$ cat config.mk
export PLATFORM = sky130hd
export DESIGN_NAME = if_prefetch
export DESIGN_NICKNAME = d
export VERILOG_FILES = /design/src/rtl/if_prefetch.sv
export SDC_FILE = /design/constraint.sdc
export NUM_CORES = 1
export LEC_CHECK = 0
export ABC_AREA = 0
export CAP_MARGIN = 0
export CORE_MARGIN = 4
export CORE_UTILIZATION = 50
export CTS_BUF_LIST = sky130_fd_sc_hd__clkbuf_4 sky130_fd_sc_hd__clkbuf_8 sky130_fd_sc_hd__clkbuf_16
export DETAILED_ROUTE_END_ITERATION = 16
export HOLD_SLACK_MARGIN = 0.12
export PLACE_DENSITY = 0.72
export SLEW_MARGIN = 20
export SYNTH_ARGS = -nofsm -noshare
export SYNTH_HDL_FRONTEND = slang
export SYNTH_SLANG_ARGS = --single-unit
$ cat constraint.sdc
create_clock -name clk -period 7.8 [get_ports clk]
set_input_delay 0.78 -clock clk [delete_from_list [all_inputs] [get_ports clk]]
set_output_delay 0.78 -clock clk [all_outputs]
set_load 0.005 [all_outputs]
$ cat src/rtl/if_prefetch.sv
// if_prefetch -- instruction-fetch stage with a small in-order prefetch queue.
//
// Drives the instruction memory address from fetch_pc, captures the returned
// word together with its PC into a DEPTH-entry FIFO and hands entries to
// decode over a valid/ready handshake. A redirect flushes the queue and
// restarts fetch at the new (word-aligned) target.
//
// Optional feature macro: IF_PERF_EN (adds perf_fetch_cnt / perf_flush_cnt).
//
// Ports:
//   clk             in   clock, rising edge
//   rst             in   synchronous active-high reset
//   im_addr         out  instruction memory byte address (= fetch_pc)
//   im_dout         in   instruction word at im_addr, same cycle
//   redirect_valid  in   taken branch / jump this cycle
//   redirect_pc     in   new fetch target, bits [1:0] ignored
//   id_ready        in   decode accepts head entry
//   id_valid        out  head entry valid
//   id_pc           out  PC of head entry (0 when empty)
//   id_inst         out  instruction of head entry (0 when empty)
//   perf_fetch_cnt  out  pushes counted (IF_PERF_EN only)
//   perf_flush_cnt  out  redirects counted (IF_PERF_EN only)

module if_prefetch #(
    parameter int          DEPTH    = 4,
    parameter logic [31:0] RESET_PC = 32'h0000_0000
) (
    input  logic        clk,
    input  logic        rst,
    output logic [31:0] im_addr,
    input  logic [31:0] im_dout,
    input  logic        redirect_valid,
    input  logic [31:0] redirect_pc,
    input  logic        id_ready,
    output logic        id_valid,
    output logic [31:0] id_pc,
    output logic [31:0] id_inst
`ifdef IF_PERF_EN
    ,
    output logic [31:0] perf_fetch_cnt,
    output logic [31:0] perf_flush_cnt
`endif
);

    localparam int AW = $clog2(DEPTH);
    localparam logic [AW:0] DEPTH_C = (AW+1)'(DEPTH);

    logic [31:0]   fetch_pc_q, fetch_pc_d;
    logic [AW-1:0] rd_ptr_q, rd_ptr_d;
    logic [AW-1:0] wr_ptr_q, wr_ptr_d;
    logic [AW:0]   count_q, count_d;

    logic [31:0]   pc_mem   [DEPTH];
    logic [31:0]   inst_mem [DEPTH];

    logic pop, push;

    assign id_valid = (count_q != '0);
    assign pop      = id_valid && id_ready;
    // A full queue can still accept when the head leaves in the same cycle.
    assign push     = !redirect_valid && ((count_q < DEPTH_C) || pop);
    assign im_addr  = fetch_pc_q;

    assign id_pc    = id_valid ? pc_mem[rd_ptr_q]   : 32'h0;
    assign id_inst  = id_valid ? inst_mem[rd_ptr_q] : 32'h0;

    always_comb begin
        fetch_pc_d = fetch_pc_q;
        rd_ptr_d   = rd_ptr_q;
        wr_ptr_d   = wr_ptr_q;
        count_d    = count_q;
        if (redirect_valid) begin
            // Flush wins: any pop this cycle is dropped, nothing is pushed.
            fetch_pc_d = {redirect_pc[31:2], 2'b00};
            rd_ptr_d   = '0;
            wr_ptr_d   = '0;
            count_d    = '0;
        end else begin
            if (push) begin
                wr_ptr_d   = wr_ptr_q + 1'b1;
                fetch_pc_d = fetch_pc_q + 32'd4;
            end
            if (pop) begin
                rd_ptr_d = rd_ptr_q + 1'b1;
            end
            count_d = count_q + (AW+1)'(push) - (AW+1)'(pop);
        end
    end

    always_ff @(posedge clk) begin
        if (rst) begin
            fetch_pc_q <= RESET_PC;
            rd_ptr_q   <= '0;
            wr_ptr_q   <= '0;
            count_q    <= '0;
        end else begin
            fetch_pc_q <= fetch_pc_d;
            rd_ptr_q   <= rd_ptr_d;
            wr_ptr_q   <= wr_ptr_d;
            count_q    <= count_d;
        end
    end

    // Storage carries no reset; contents are only visible through count.
    always_ff @(posedge clk) begin
        if (!rst && push) begin
            pc_mem[wr_ptr_q]   <= fetch_pc_q;
            inst_mem[wr_ptr_q] <= im_dout;
        end
    end

`ifdef IF_PERF_EN
    logic [31:0] perf_fetch_q, perf_fetch_d;
    logic [31:0] perf_flush_q, perf_flush_d;

    always_comb begin
        perf_fetch_d = perf_fetch_q + (push ? 32'd1 : 32'd0);
        perf_flush_d = perf_flush_q + (redirect_valid ? 32'd1 : 32'd0);
    end

    always_ff @(posedge clk) begin
        if (rst) begin
            perf_fetch_q <= 32'h0;
            perf_flush_q <= 32'h0;
        end else begin
            perf_fetch_q <= perf_fetch_d;
            perf_flush_q <= perf_flush_d;
        end
    end

    assign perf_fetch_cnt = perf_fetch_q;
    assign perf_flush_cnt = perf_flush_q;
`endif

endmodule

-- Word-level counts from Yosys, hierarchy flattened
Memories as Yosys holds them, arrays and structs flattened. A register that Yosys moved wholly into a read port is not among the register bits.
Cells that the tools add are included.
- RAM bits: 256
- memories kept: 2
- bits in read-only memories: 0
- latch bits: 0
- bits in registers: 39
- word-level logic and storage cells: 32
- input port bits: 68
- memory list (name ; depth ; width ; read ports ; clocked after memory_dff ; wr ports ; RTL line ; RTL):
    inst_mem ; 4 ; 32 ; 1 ; 1 ; 1 ; 54 ; logic [31:0] inst_mem [DEPTH];
    pc_mem ; 4 ; 32 ; 1 ; 1 ; 1 ; 53 ; logic [31:0] pc_mem [DEPTH];
- reductions and logical operators: 9
- bitwise logic cells: 0
- shifts and indexed selects: 0
- multiply operators: 0
- $lt $le $gt $ge: 1
- add/subtract/negate cells: 5
- divide/modulo/power cells: 0
- equal/unequal tests: 0
- mux-type cells: 10
- operator list (operator ; count):
    two-way mux 32 bit ; 4
    adder 32 x 3 -> 32 bit, second input constant ; 1
    two-way mux 2 bit ; 4
    adder 2 x 1 -> 2 bit, second input constant ; 2
    adder 3 x 1 -> 3 bit ; 1
    logical AND 1 bit ; 3
    < comparator 3 bit, second input constant ; 1
    nonzero test 3 bit ; 1
    subtractor 3 x 1 -> 3 bit ; 1
    logical NOT 1 bit ; 2
    two-way mux 1 bit ; 2
    nonzero test 2 bit ; 1
    OR reduction 2 bit ; 1
    logical OR 1 bit ; 1

-- Logic depth before layout (Yosys ltp)
- depth after elaboration: 7
- depth in mapped cells: 10
- gate-level depth less buffers: 9

-- Worst setup path after synthesis
No wires, ideal clock.
- kind: input to register
- from: input id_ready
- to: memory inst_mem[0][0] (enable)
- arrival: 2.722 ns
- required time: 7.373 ns
- setup time: 0.427 ns
- buffers on the path: 1
- cell stages on the path: 3
- setup slack: 4.651 ns
- cell sequence: nand2b_1 -> clkbuf_1 -> and3_1
- longest elaborated chain between the ends: 6
- ends and longest elaborated chain (item ; RTL line ; RTL):
    from (decl) ; 34 ; input logic id_ready,
    logical AND 1 bit ; 59 ; assign pop = id_valid && id_ready;
    logical OR 1 bit ; 61 ; assign push = !redirect_valid && ((count_q < DEPTH_C) || pop);
    logical AND 1 bit ; 61 ;
    logical AND 1 bit ; 106 ; if (!rst && push) begin
    two-way mux 1 bit ; 106 ;
    two-way mux 1 bit (not written as such) ; 108 ; inst_mem[wr_ptr_q] <= im_dout;
    to (decl) ; 54 ;
No other way between the ends.

==> metrics.txt <==
fmax 0.249 GHz; Initial Utilization 0.510; die area 25800 um2; gr busiest metal met2; adder-cell share of the synthesized area 0.00926; critical path fanouts, max 36; Max Slew Vio Count 0; worst setup path class reg -> out; IO Port Bufs 158; met3 usage 0.0446; Die Height 160 um; wire per inst 21.0 um; register bit count reported by yosys 287; largest net degree at the start of global routing 66; Worst VDD drop 0.155 mV; CP arrival 3.23 ns; clk_lat worst skew 0.53 ns; CP max stage delay 0.71 ns; RePlAce Congestion 0.831; worst slew pin tran 1.04 ns; initial drt markers 371; Hold-fix buffers, CTS 0; kind of cell adding the most delay to the critical path buffers and inverters; Compound-Gate Fraction of Synth Area 0.0367; status finished, final reports clean; met2 usage 0.308; DR vias/cell 5.67; Hold Fails Final Rpt 0; antenna-violating nets left 0; via count 6614; Post-Syn Area 11600 um2; clock-pin transition on the worst setup and hold timing paths 0.06 ns; FF-to-FF Start count_q[2]; Die W 160 um; Area Growth Syn to Fin 24.6%; vias in the first global route 6926; Post-synth EDFFs 248; gr ovfl total 0; Cell Chain, Critical Path buf_4 -> mux4_2 -> and2_1 -> clkdlybuf4s50_1; unrepaired setup endpoints after global routing no; Worst slew margin 0.309; maximum root-to-sink buffer count 3; HPWL after DPL 14300 um; post-synthesis sequential area ratio 0.708; antenna violations before repair 0; Post-CTS Resized 0; Leakage 4.59 nW; CTS tree built; Tmin final 4.01 ns; CP bufs+invs 2; RR Endpoint count_q[2]; final setup vio count 0; CP endpoint kind output port; CP max-delay cell dfxtp_4; H-tree depth 1; count of cell types in the netlist 48; layout cell share with drive strength beyond 1 0.157; Num Clock Sinks 287; Hold Path End rd_ptr_q[1]; CTS Buf Count 30; area of the core 22800 um2; Avg Inst Size Synth 17.2 um2; post-synthesis mux area share 0.120; R2R Setup Slk 5.01 ns; ys flop type edfxtp_1; Residual DRC 0; Root Buffer clkbuf_16; Startpoint Class flip-flop; final WL 24400 um; setup bufs post-CTS 0; worst min path class reg -> reg; Final nets 905; FF-to-FF path depth 9; Period Utilization, post-route 0.514; Syn Inst Count 676; Synth Area in XOR/XNOR 0.0113; IO Pins 165; Tot GR Track Use 0.186; synth warn 0; max cap viols 0; Worst Skew 0.0110 ns; Post-synth ARST share 0; simple-gate share of the synthesized area 0.0932; DR pass1 iterations 5; main combinational cell family by area after synthesis multiplexers; # placed instances 1110; Hold Crit Depth 2; cell area power density 238 nW/um2; critical path data required time 7.02 ns; setup_tns 0 ns; Hold Crit Start rd_ptr_q[1]; Inserted Diodes 0; fillcell total 1643; Final Non-Filler Cells 1166; Row Count 55; first-pass GRT wire length 38200 um; met1 Resource Use GR 0.257
==> cell families (layout without fill, tap and decap cells) <==
group / after synthesis / in the layout
xor+xnor: 15 / 15
flops: 287 / 287
compound gates: 56 / 56
buf+inv: 58 / 232
mux: 62 / 62
fa+ha+maj: 8 / 8
simple gates: 189 / 189
other cells: 1 / 4
==> placed cells by master, fill, tap and decap left out, types with 4 or more instances in the layout <==
cell	synthesis	final
edfxtp_1	248	248
clkdlybuf4s50_1	0	158
and2_1	66	66
mux4_2	62	62
dfxtp_1	39	37
nor2_1	33	33
clkbuf_16	0	31
nand2_1	19	19
a311oi_1	15	15
inv_1	14	14
nand3_1	13	13
or4_1	13	13
nand4_1	10	10
clkinv_2	0	10
xnor2_1	9	9
a211oi_1	9	9
o31ai_1	9	9
ha_1	7	7
xor2_1	6	6
nor4_1	5	5
or3_1	6	5
o21ai_0	5	5
clkbuf_8	0	5
clkbuf_4	0	5
and3_4	0	4
a21oi_1	4	4
conb_1	1	4
==> final cells by class <==
class                      count  area [um2]  share of cell area
clock inverter                15         126             0.00873
tap                          313         392              0.0270
inverter                      15        56.3             0.00389
sequential                   287        8240               0.569
clock buffer                  41         882              0.0609
timing repair buffer         161        1600               0.111
multi-input combinational    334        3190               0.220
==> tightest hold or removal path, delay by kind of cell, from the launching register on <==
kind	cells	cell delay (ns)
xor gates and xnor gates	1	0.06
DFF	1	0.32
and+or+nand+nor	1	0.10
==> metal layers <==
layer / vias up / wire length [um]
met2: 266 / 11800
met3: 29 / 1920
met4: 0 / 280
li1: 2993 / -
met5: - / 0
met1: 3326 / 10400
==> registers in the layout, summed over array words and instances (netlist names), named ones only <==
signal / count
inst_mem: 128
pc_mem: 120
im_addr: 30
count_q: 3
rd_ptr_q: 2
wr_ptr_q: 2
==> how the worst max path moves through the flow <==
stage	from	endpoint	slack [ns]	depth (start not counted)
after floorplan	id_ready	inst_mem[0][0]	4.65	3
after global placement	flip-flop	id_pc[5]	4.24	4
after detailed placement	redirect_valid	count_q[2]	4.16	11
after CTS	flip-flop	id_pc[5]	3.65	4
after global routing	flip-flop	id_pc[31]	3.52	4
final	flip-flop	id_pc[5]	3.79	4
==> power by group <==
part	switching, mW	internal [mW]	total [mW]
Clock	0.556	0.855	1.41
Combinational	0.117	0.163	0.280
Sequential	0.0417	1.71	1.75
Total	0.715	2.73	3.45
==> cells in the mapped netlist, types with 3 or more instances <==
cell	n	area, um2
nand3_1	13	65.1
and3_1	6	37.5
inv_1	14	52.6
mux4_2	62	1400
o21ai_0	5	25.0
and4_1	3	26.3
or4_1	13	97.6
dfxtp_1	39	781
o31ai_1	9	67.6
or3_2	3	22.5
o31a_1	3	26.3
ha_1	7	87.6
nor3_1	3	15.0
buf_2	7	35.0
or3_1	6	37.5
nor2_1	33	124
a211oi_1	9	67.6
clkbuf_1	31	116
xnor2_1	9	78.8
a311oi_1	15	131
nand2_1	19	71.3
xor2_1	6	52.6
nand4_1	10	62.6
and2_1	66	413
nor4_1	5	31.3
buf_4	4	30.0
edfxtp_1	248	7450
a21oi_1	4	20.0
==> per-stage QoR <==
| stage | hold WS (ns) | power [mW] | util | worst slack (ns) | cell area, um2 |
|---|---|---|---|---|---|
| 5_1_grt | 0.551 | 3.57 | 0.636 | 3.52 | 14500 |
| 3_3_place_gp | 0.503 | 2.06 | 0.591 | 4.24 | 13500 |
| 2_1_floorplan | 0.485 | 1.90 | - | 4.65 | 11600 |
| 4_1_cts | 0.529 | 3.48 | 0.636 | 3.65 | 14500 |
| 6_report | 0.520 | 3.45 | 0.636 | 3.79 | 14500 |
| 3_5_place_dp | 0.510 | 2.07 | 0.591 | 4.16 | 13500 |
(Power assumes the default switching activity.)
